File: src/rtl/mc_controller.sv
// Multicycle MIPS control FSM: steps a shared-memory, single-ALU datapath
// through fetch/decode/execute/memory/writeback for one instruction at a time.
// Latency: 3 to 5 cycles per instruction when memory answers at once. Each
//   cycle with mem_ready low in FETCH, MEMRD or MEMWR adds one cycle.
// Backpressure: holds mem_req, and its address and strobe selects, stable
//   until mem_ready arrives.
//
// Optional feature: define MC_PERF_CNT_EN to build the cyc/instr/stall
// performance counters. When it is undefined, the counter ports read 0 and
// no counter flops are built.
//
// Ports:
//   clk, reset (synchronous, active-high)
//   op         IR[31:26]; stable from DECODE until the next FETCH
//   zero       ALU zero flag, used for beq/bne
//   mem_ready  the unified memory completes the current access this cycle
//   mem_req/memwrite/iord      memory request, write strobe, address select
//   irwrite/pcen               IR load and PC enable
//   regwrite/regdst/memtoreg   register-file write controls
//   alusrca/alusrcb/zeroext/pcsrc/aluop   datapath mux and ALU controls
//   illegal_op                 one-cycle pulse in DECODE for an unsupported op
//   cyc_cnt/instr_cnt/stall_cnt   performance counters (CNT_W bits)
module mc_controller #(
  parameter int CNT_W = 32
) (
  input  logic             clk,
  input  logic             reset,
  input  logic [5:0]       op,
  input  logic             zero,
  input  logic             mem_ready,
  output logic             mem_req,
  output logic             memwrite,
  output logic             iord,
  output logic             irwrite,
  output logic             pcen,
  output logic             regwrite,
  output logic             regdst,
  output logic             memtoreg,
  output logic             alusrca,
  output logic [1:0]       alusrcb,
  output logic             zeroext,
  output logic [1:0]       pcsrc,
  output logic [2:0]       aluop,
  output logic             illegal_op,
  output logic [CNT_W-1:0] cyc_cnt,
  output logic [CNT_W-1:0] instr_cnt,
  output logic [CNT_W-1:0] stall_cnt
);

  localparam logic [5:0] OP_RTYPE = 6'b000000;
  localparam logic [5:0] OP_J     = 6'b000010;
  localparam logic [5:0] OP_BEQ   = 6'b000100;
  localparam logic [5:0] OP_BNE   = 6'b000101;
  localparam logic [5:0] OP_ADDI  = 6'b001000;
  localparam logic [5:0] OP_ANDI  = 6'b001100;
  localparam logic [5:0] OP_ORI   = 6'b001101;
  localparam logic [5:0] OP_LW    = 6'b100011;
  localparam logic [5:0] OP_SW    = 6'b101011;

  typedef enum logic [3:0] {
    S_IDLE,
    S_FETCH,
    S_DECODE,
    S_MEMADR,
    S_MEMRD,
    S_MEMWB,
    S_MEMWR,
    S_EXEC,
    S_ALUWB,
    S_BRANCH,
    S_IMMEX,
    S_IMMWB,
    S_JUMP
  } state_t;

  state_t state_q, state_d;

  always_ff @(posedge clk) begin
    if (reset) begin
      state_q <= S_IDLE;
    end else begin
      state_q <= state_d;
    end
  end

  always_comb begin
    state_d    = state_q;
    mem_req    = 1'b0;
    memwrite   = 1'b0;
    iord       = 1'b0;
    irwrite    = 1'b0;
    pcen       = 1'b0;
    regwrite   = 1'b0;
    regdst     = 1'b0;
    memtoreg   = 1'b0;
    alusrca    = 1'b0;
    alusrcb    = 2'b00;
    zeroext    = 1'b0;
    pcsrc      = 2'b00;
    aluop      = 3'b000;
    illegal_op = 1'b0;

    case (state_q)
      S_IDLE: begin
        state_d = S_FETCH;
      end

      // PC+4 is computed while the instruction is read. The IR and PC are
      // only updated in the cycle that memory returns the data.
      S_FETCH: begin
        mem_req = 1'b1;
        alusrcb = 2'b01;
        irwrite = mem_ready;
        pcen    = mem_ready;
        if (mem_ready) begin
          state_d = S_DECODE;
        end
      end

      // The ALU speculatively computes the branch target (PC + imm<<2) into
      // ALUOut so that BRANCH can use it without another add.
      S_DECODE: begin
        alusrcb = 2'b11;
        case (op)
          OP_LW, OP_SW:            state_d = S_MEMADR;
          OP_RTYPE:                state_d = S_EXEC;
          OP_BEQ, OP_BNE:          state_d = S_BRANCH;
          OP_ADDI, OP_ANDI, OP_ORI: state_d = S_IMMEX;
          OP_J:                    state_d = S_JUMP;
          default: begin
            // Unsupported opcode: flag it and skip to the next instruction
            // without touching any architectural state.
            illegal_op = 1'b1;
            state_d    = S_FETCH;
          end
        endcase
      end

      S_MEMADR: begin
        alusrca = 1'b1;
        alusrcb = 2'b10;
        state_d = (op == OP_SW) ? S_MEMWR : S_MEMRD;
      end

      S_MEMRD: begin
        mem_req = 1'b1;
        iord    = 1'b1;
        if (mem_ready) begin
          state_d = S_MEMWB;
        end
      end

      S_MEMWB: begin
        regwrite = 1'b1;
        memtoreg = 1'b1;
        state_d  = S_FETCH;
      end

      // The write strobe stays up for the whole access, including stalls.
      S_MEMWR: begin
        mem_req  = 1'b1;
        memwrite = 1'b1;
        iord     = 1'b1;
        if (mem_ready) begin
          state_d = S_FETCH;
        end
      end

      S_EXEC: begin
        alusrca = 1'b1;
        aluop   = 3'b010;
        state_d = S_ALUWB;
      end

      S_ALUWB: begin
        regwrite = 1'b1;
        regdst   = 1'b1;
        state_d  = S_FETCH;
      end

      // The ALU subtracts A-B for the zero flag. The PC is loaded from the
      // target that DECODE left in ALUOut.
      S_BRANCH: begin
        alusrca = 1'b1;
        aluop   = 3'b001;
        pcsrc   = 2'b01;
        pcen    = (op == OP_BNE) ? ~zero : zero;
        state_d = S_FETCH;
      end

      S_IMMEX: begin
        alusrca = 1'b1;
        alusrcb = 2'b10;
        case (op)
          OP_ANDI: begin
            aluop   = 3'b011;
            zeroext = 1'b1;
          end
          OP_ORI: begin
            aluop   = 3'b100;
            zeroext = 1'b1;
          end
          default: aluop = 3'b000;
        endcase
        state_d = S_IMMWB;
      end

      S_IMMWB: begin
        regwrite = 1'b1;
        state_d  = S_FETCH;
      end

      S_JUMP: begin
        pcsrc   = 2'b10;
        pcen    = 1'b1;
        state_d = S_FETCH;
      end

      default: begin
        state_d = S_IDLE;
      end
    endcase

    // Reset takes effect on the outputs in the same cycle it is raised, so
    // an in-flight memory access is abandoned without waiting for the edge.
    if (reset) begin
      state_d    = S_IDLE;
      mem_req    = 1'b0;
      memwrite   = 1'b0;
      iord       = 1'b0;
      irwrite    = 1'b0;
      pcen       = 1'b0;
      regwrite   = 1'b0;
      regdst     = 1'b0;
      memtoreg   = 1'b0;
      alusrca    = 1'b0;
      alusrcb    = 2'b00;
      zeroext    = 1'b0;
      pcsrc      = 2'b00;
      aluop      = 3'b000;
      illegal_op = 1'b0;
    end
  end

`ifdef MC_PERF_CNT_EN
  logic [CNT_W-1:0] cyc_q, instr_q, stall_q;
  logic             stall_cyc;

  // A stall is any cycle spent waiting on memory.
  assign stall_cyc = ((state_q == S_FETCH) || (state_q == S_MEMRD) ||
                      (state_q == S_MEMWR)) && !mem_ready;

  always_ff @(posedge clk) begin
    if (reset) begin
      cyc_q   <= '0;
      instr_q <= '0;
      stall_q <= '0;
    end else begin
      cyc_q <= cyc_q + CNT_W'(1);
      // Counted on the edge that enters DECODE, so the new count is already
      // visible during the DECODE cycle.
      if (state_d == S_DECODE) begin
        instr_q <= instr_q + CNT_W'(1);
      end
      if (stall_cyc) begin
        stall_q <= stall_q + CNT_W'(1);
      end
    end
  end

  assign cyc_cnt   = cyc_q;
  assign instr_cnt = instr_q;
  assign stall_cnt = stall_q;
`else
  assign cyc_cnt   = '0;
  assign instr_cnt = '0;
  assign stall_cnt = '0;
`endif

endmodule

File: config.mk
export PLATFORM = sky130hd
export DESIGN_NAME = mc_controller
export DESIGN_NICKNAME = d
export VERILOG_FILES = /design/src/rtl/mc_controller.sv
export SDC_FILE = /design/constraint.sdc
export NUM_CORES = 1
export LEC_CHECK = 0
export CORE_UTILIZATION = 35
export CTS_CLUSTER_DIAMETER = 120
export DETAILED_ROUTE_END_ITERATION = 8
export PLACE_DENSITY_LB_ADDON = 0.2
export SYNTH_ARGS = -nofsm -noshare
export SYNTH_HDL_FRONTEND = slang
export SYNTH_SLANG_ARGS = --single-unit
File: constraint.sdc
create_clock -name clk -period 4.8 [get_ports clk]
set_input_delay 0.96 -clock clk [delete_from_list [all_inputs] [get_ports clk]]
set_output_delay 0.96 -clock clk [all_outputs]
set_load 0.03 [all_outputs]
# After elaboration in Yosys (flattened, before gate mapping)

Index checks and enable logic that the tools add are counted.

Register bits after elaboration: 4
Input bits: 10
Logic and storage cells: 77

Eq/ne operators: 23
Mux-type cells: 38
Bitwise operators: 1
Reduce and logical (&&, ||, !) cells: 14

Operator list:

| cell                 | number |
|---|---|
| $pmux W4 S8          | 1 |
| $mux W1              | 24 |
| $eq A4 B4 Y1 const B | 5 |
| $pmux W4 S5          | 1 |
| $eq A6 B4 Y1 const B | 3 |
| $eq A4 B3 Y1 const B | 4 |
| $eq A6 B3 Y1 const B | 2 |
| $eq A6 B6 Y1 const B | 2 |
| $mux W4              | 3 |
| $reduce_or A2 Y1     | 5 |
| $pmux W3 S3          | 1 |
| $reduce_or A3 Y1     | 3 |
| $reduce_or A9 Y1     | 1 |
| $eq A4 B2 Y1 const B | 2 |
| $eq A6 B2 Y1 const B | 1 |
| $logic_not A6 Y1     | 1 |
| $mux W2              | 3 |
| $ne A2 B2 Y1 const B | 3 |
| $pmux W2 S3          | 1 |
| $pmux W3 S2          | 1 |
| $reduce_or A6 Y1     | 1 |
| $eq A4 B1 Y1 const B | 1 |
| $logic_not A4 Y1     | 1 |
| $pmux W2 S2          | 1 |
| 5 further kinds      | 5 |

# Depth between registers and ports, before layout

Depth in word-level cells: 5
Depth in mapped cells: 6
Gate-level depth less buffers: 5

# Least setup slack after synthesis

OpenSTA, ideal clock, no wires.

Path kind: input to output
Start point: input port reset
End point: output port alusrcb[1]
Arrival: 2.504 ns
Data required time: 3.840 ns
Setup slack: 1.336 ns
Cell stages on the path: 1
Path buffers: 0
Path through: a2111oi_0

Longest elaborated chain between the ends: 1

RTL lines:

| item               | RTL line | text |
|---|---|---|
| start: declaration | 27       | `input logic reset,` |
| $mux W2            | 226      | `if (reset) begin` |
| end: declaration   | 40       | `output logic [1:0] alusrcb,` |

Every way passes these cells.

# Final worst setup path

Start point: input port op[2]
End point: output port aluop[2]

Longest elaborated chain between the ends: 4
Elaborated cells on any way between the ends: 5
Those cells by class: eq/ne: 2; mux: 3

RTL lines:

| item               | RTL line | text |
|---|---|---|
| start: declaration | 28       | `input logic [5:0] op,` |
| $eq A6 B4 Y1       | 194      | `case (op)` |
| $pmux W3 S2 (*)    | 194      |  |
| $pmux W3 S3 (*)    | 103      | `case (state_q)` |
| $mux W3 (*)        | 226      |  |
| end: declaration   | 43       | `output logic [2:0] aluop,` |

Every way passes the cells marked *; elsewhere a longest branch is shown, timed or not.

==> flow_metrics.tcl <==
set metrics [dict create \
    status "completed" \
    layout-drive-gt1-share_pct 7.727 \
    peakVddDrop_uv 127.5 \
    ys_seq_area_share_pct 5.532 \
    synth-xor-area-share_pct 1.210 \
    synth-compound-area-share_pct 12.45 \
    setup_ws_ns 0.7108 \
    layout_commonest_cell "conb_1" \
    grt_pass1_vias 755 \
    crit_slowest_cell "clkdlybuf4s50_1" \
    grt_max_degree 19 \
    regMostFlops "state_q" \
    slew_headroom_pct 61.03 \
    cts.path.max_buffers 2 \
    reg2reg_depth 4 \
    clock_latency_ns 0.21 \
    avgSynthCellArea_um2 7.275 \
    synth_area_um2 1448 \
    grt_use_total_pct 10.21 \
    drt-initial-drc-count 31 \
    regToRegSetupSlack_ns 3.04 \
    crit_arrival_ns 3.13 \
    synth.distinct_cells 47 \
    critPathLaunchType "input pin" \
    cp_cell_sequence "clkdlybuf4s50_1, nor2b_1, nand2_1, or4_4, inv_2, and2_1, clkdlybuf4s50_1" \
    power_leakage_uw 0.0006503 \
    maxCapViolCount 0 \
    cp_num_cells 7 \
    final_cells 270 \
    ios 124 \
    cts_buffers 3 \
    synth-simple-area-share_pct 23.34 \
    cts_root_buffer "clkbuf_8" \
    rsz0062_at_grt "no" \
    antenna_found_initial 0 \
    tightest_slew_ns 0.5838 \
    fmax_mhz 244.5 \
    place_congestion 0.8395 \
    crit_path_end_kind "output pin" \
    hold_buffers 0 \
    ys_seq_elements 4 \
    largest_reg_flops 4 \
    start_util_pct 36.45 \
    drt_pass1_iterations 4 \
    routedWlPerCell_um 8.907 \
    antenna_left 0 \
    fin_tns_setup_ns 0 \
    die_area_um2 4397 \
    cpMostUsedCell "clkdlybuf4s50_1" \
    synth_top_family_by_area "buffers and inverters" \
    wl_mm 2.405 \
    n_antenna_cell 0 \
    dp_slack_ns 0.7042 \
    r2r-end "state_q[0]$_SDFFE_PP0P_" \
    drcViolationCount 0 \
    holdCritPathClass "reg2reg" \
    period_needed_ns 4.089 \
    postCtsSetupBuffers 0 \
    cts_sinks 4 \
    maxSlewViolCount 0 \
    post-route-period-util_pct 85.19 \
    cts_max_level 1 \
    layout_common_cells "conb_1 (96), clkdlybuf4s50_1 (27), nor2_1 (13), nand2_1 (10)" \
    cp-startpoint "op[2]" \
    core_area_um2 3971 \
    placed_cells_incl_taps 267 \
    die_x_um 66.31 \
    power_density_nw_per_um2 249.5 \
    viasPerCell 4.011 \
    port_buffers 27 \
    num_rows 23 \
    crit_path_end "aluop[2]" \
    setup_viol 0 \
    grt_pass1_wl_mm 3.505 \
    path_clk_slew_ns 0.03 \
    critical-path-max-stage-delay_ns 0.66 \
    area_growth_pct -4.494 \
    fin_hold_ws_ns 0.7598 \
    hpwl_mm 1.949 \
    crit_buf_inv 3 \
    critPathMaxFanout 6 \
    grt_overflow_total 0 \
    die_y_um 66.31 \
    worstPathRequired_ns 3.84 \
    synthMuxAreaShare_pct 0.6914 \
    nets 232 \
    syn_inst 199 \
    finalHoldViolCount 0 \
    synth_fa_ha_area_share_pct 0 \
    num_vias 1083 \
    post_cts_resized 0 \
    cts_tree "built" \
    top_regs "state_q: 4 flops" \
    ys_warn_count 0 \
    crit_type "in2out" \
    fin_skew_ns 0.003121 \
    timing.rr.start "state_q[3]$_SDFFE_PP0P_" \
    cpLargestDelayFamily "buffers and inverters" \
]
==> final cells by class <==
class | instances | area, µm²
fillers | 467 | 2589
flip-flops and latches | 4 | 80.08
multi-input cells | 181 | 905.9
well taps | 50 | 62.56
inverters | 4 | 15.01
repair buffers | 28 | 277.8
clock buffers | 3 | 41.29
==> worst min-delay path by stage <==
stage / start / endpoint / cells after the start
2_1_floorplan: state_q[3]$_SDFFE_PP0P_ / state_q[0]$_SDFFE_PP0P_ / 4
3_3_place_gp: state_q[1]$_SDFFE_PP0P_ / state_q[3]$_SDFFE_PP0P_ / 2
3_5_place_dp: state_q[1]$_SDFFE_PP0P_ / state_q[3]$_SDFFE_PP0P_ / 2
4_1_cts: state_q[1]$_SDFFE_PP0P_ / state_q[3]$_SDFFE_PP0P_ / 2
5_1_grt: state_q[1]$_SDFFE_PP0P_ / state_q[3]$_SDFFE_PP0P_ / 2
6_report: state_q[1]$_SDFFE_PP0P_ / state_q[3]$_SDFFE_PP0P_ / 2
==> cell families (layout without fill, tap and decap cells) <==
group	after synthesis	in the layout
buffers and inverters	109	35
xor gates and xnor gates	2	2
DFF	4	4
and+or+nand+nor	57	57
muxes	1	1
AOI/OAI and AO/OA	25	25
other	1	96
==> report_power, final <==
group | internal (µW) | leakage, µW | switching, µW | total, µW
sequential | 38.3 | 0.0000328 | 18.4 | 56.7
combinational | 56.0 | 0.000596 | 165 | 221
clock | 53.2 | 0.0000216 | 14.4 | 67.6
total | 147 | 0.000650 | 197 | 345
==> layer usage <==
| metal | track usage (%) | vias up | wire length, µm |
|---|---|---|---|
| met5 | 0 | - | 0 |
| met4 | 1.596 | 0 | 18 |
| li1 | - | 522 | - |
| met3 | 3.103 | 2 | 228 |
| met2 | 15.69 | 69 | 1079 |
| met1 | 14.07 | 490 | 1079 |
==> cell usage after synthesis, drive strengths merged <==
master / instances / area share (%)
a221oi: 1 / 0.61
a32o: 1 / 0.69
nand4: 1 / 0.43
a32oi: 1 / 0.61
o22ai: 3 / 1.3
nor2: 13 / 3.4
o41ai: 1 / 0.61
nor3b: 1 / 0.52
and2: 1 / 0.43
buf: 101 / 53
nand2: 10 / 2.6
or4b: 1 / 0.95
a211oi: 4 / 2.1
a211o: 1 / 0.61
a31oi: 2 / 0.86
a2111oi: 1 / 0.61
or2b: 2 / 1.1
conb: 1 / 0.26
nand4b: 2 / 1.2
a21o: 2 / 1.1
nor3: 4 / 1.4
nor4: 6 / 3.5
or2: 3 / 1.3
o21ai: 3 / 1.0
and3: 1 / 0.43
and2b: 2 / 1.2
clkbuf: 3 / 2.2
nor2b: 4 / 1.7
o221ai: 1 / 0.61
clkdlybuf4s15: 1 / 0.78
inv: 4 / 1.0
mux2i: 1 / 0.69
or4: 1 / 0.78
xnor2: 2 / 1.2
dfxtp: 4 / 5.5
nor4b: 1 / 0.61
a21oi: 3 / 1.0
a221o: 1 / 0.69
or3: 4 / 1.8
==> per-stage QoR <==
step / utilization [%] / power [µW] / cell area, µm²
floorplan: - / 300.6 / 1804
global placement: 33.77 / 278.2 / 1341
detailed placement: 33.77 / 276.2 / 1341
CTS: 34.81 / 346.7 / 1383
global route: 34.81 / 371.5 / 1383
finish: 34.81 / 344.9 / 1383
==> worst min-delay path, stage by stage (launching register included) <==
cell and delay, ns:
dfxtp_1 0.41, inv_1 0.21, nor3b_1 0.09
No activity file was read; power rests on OpenSTA's default activity.
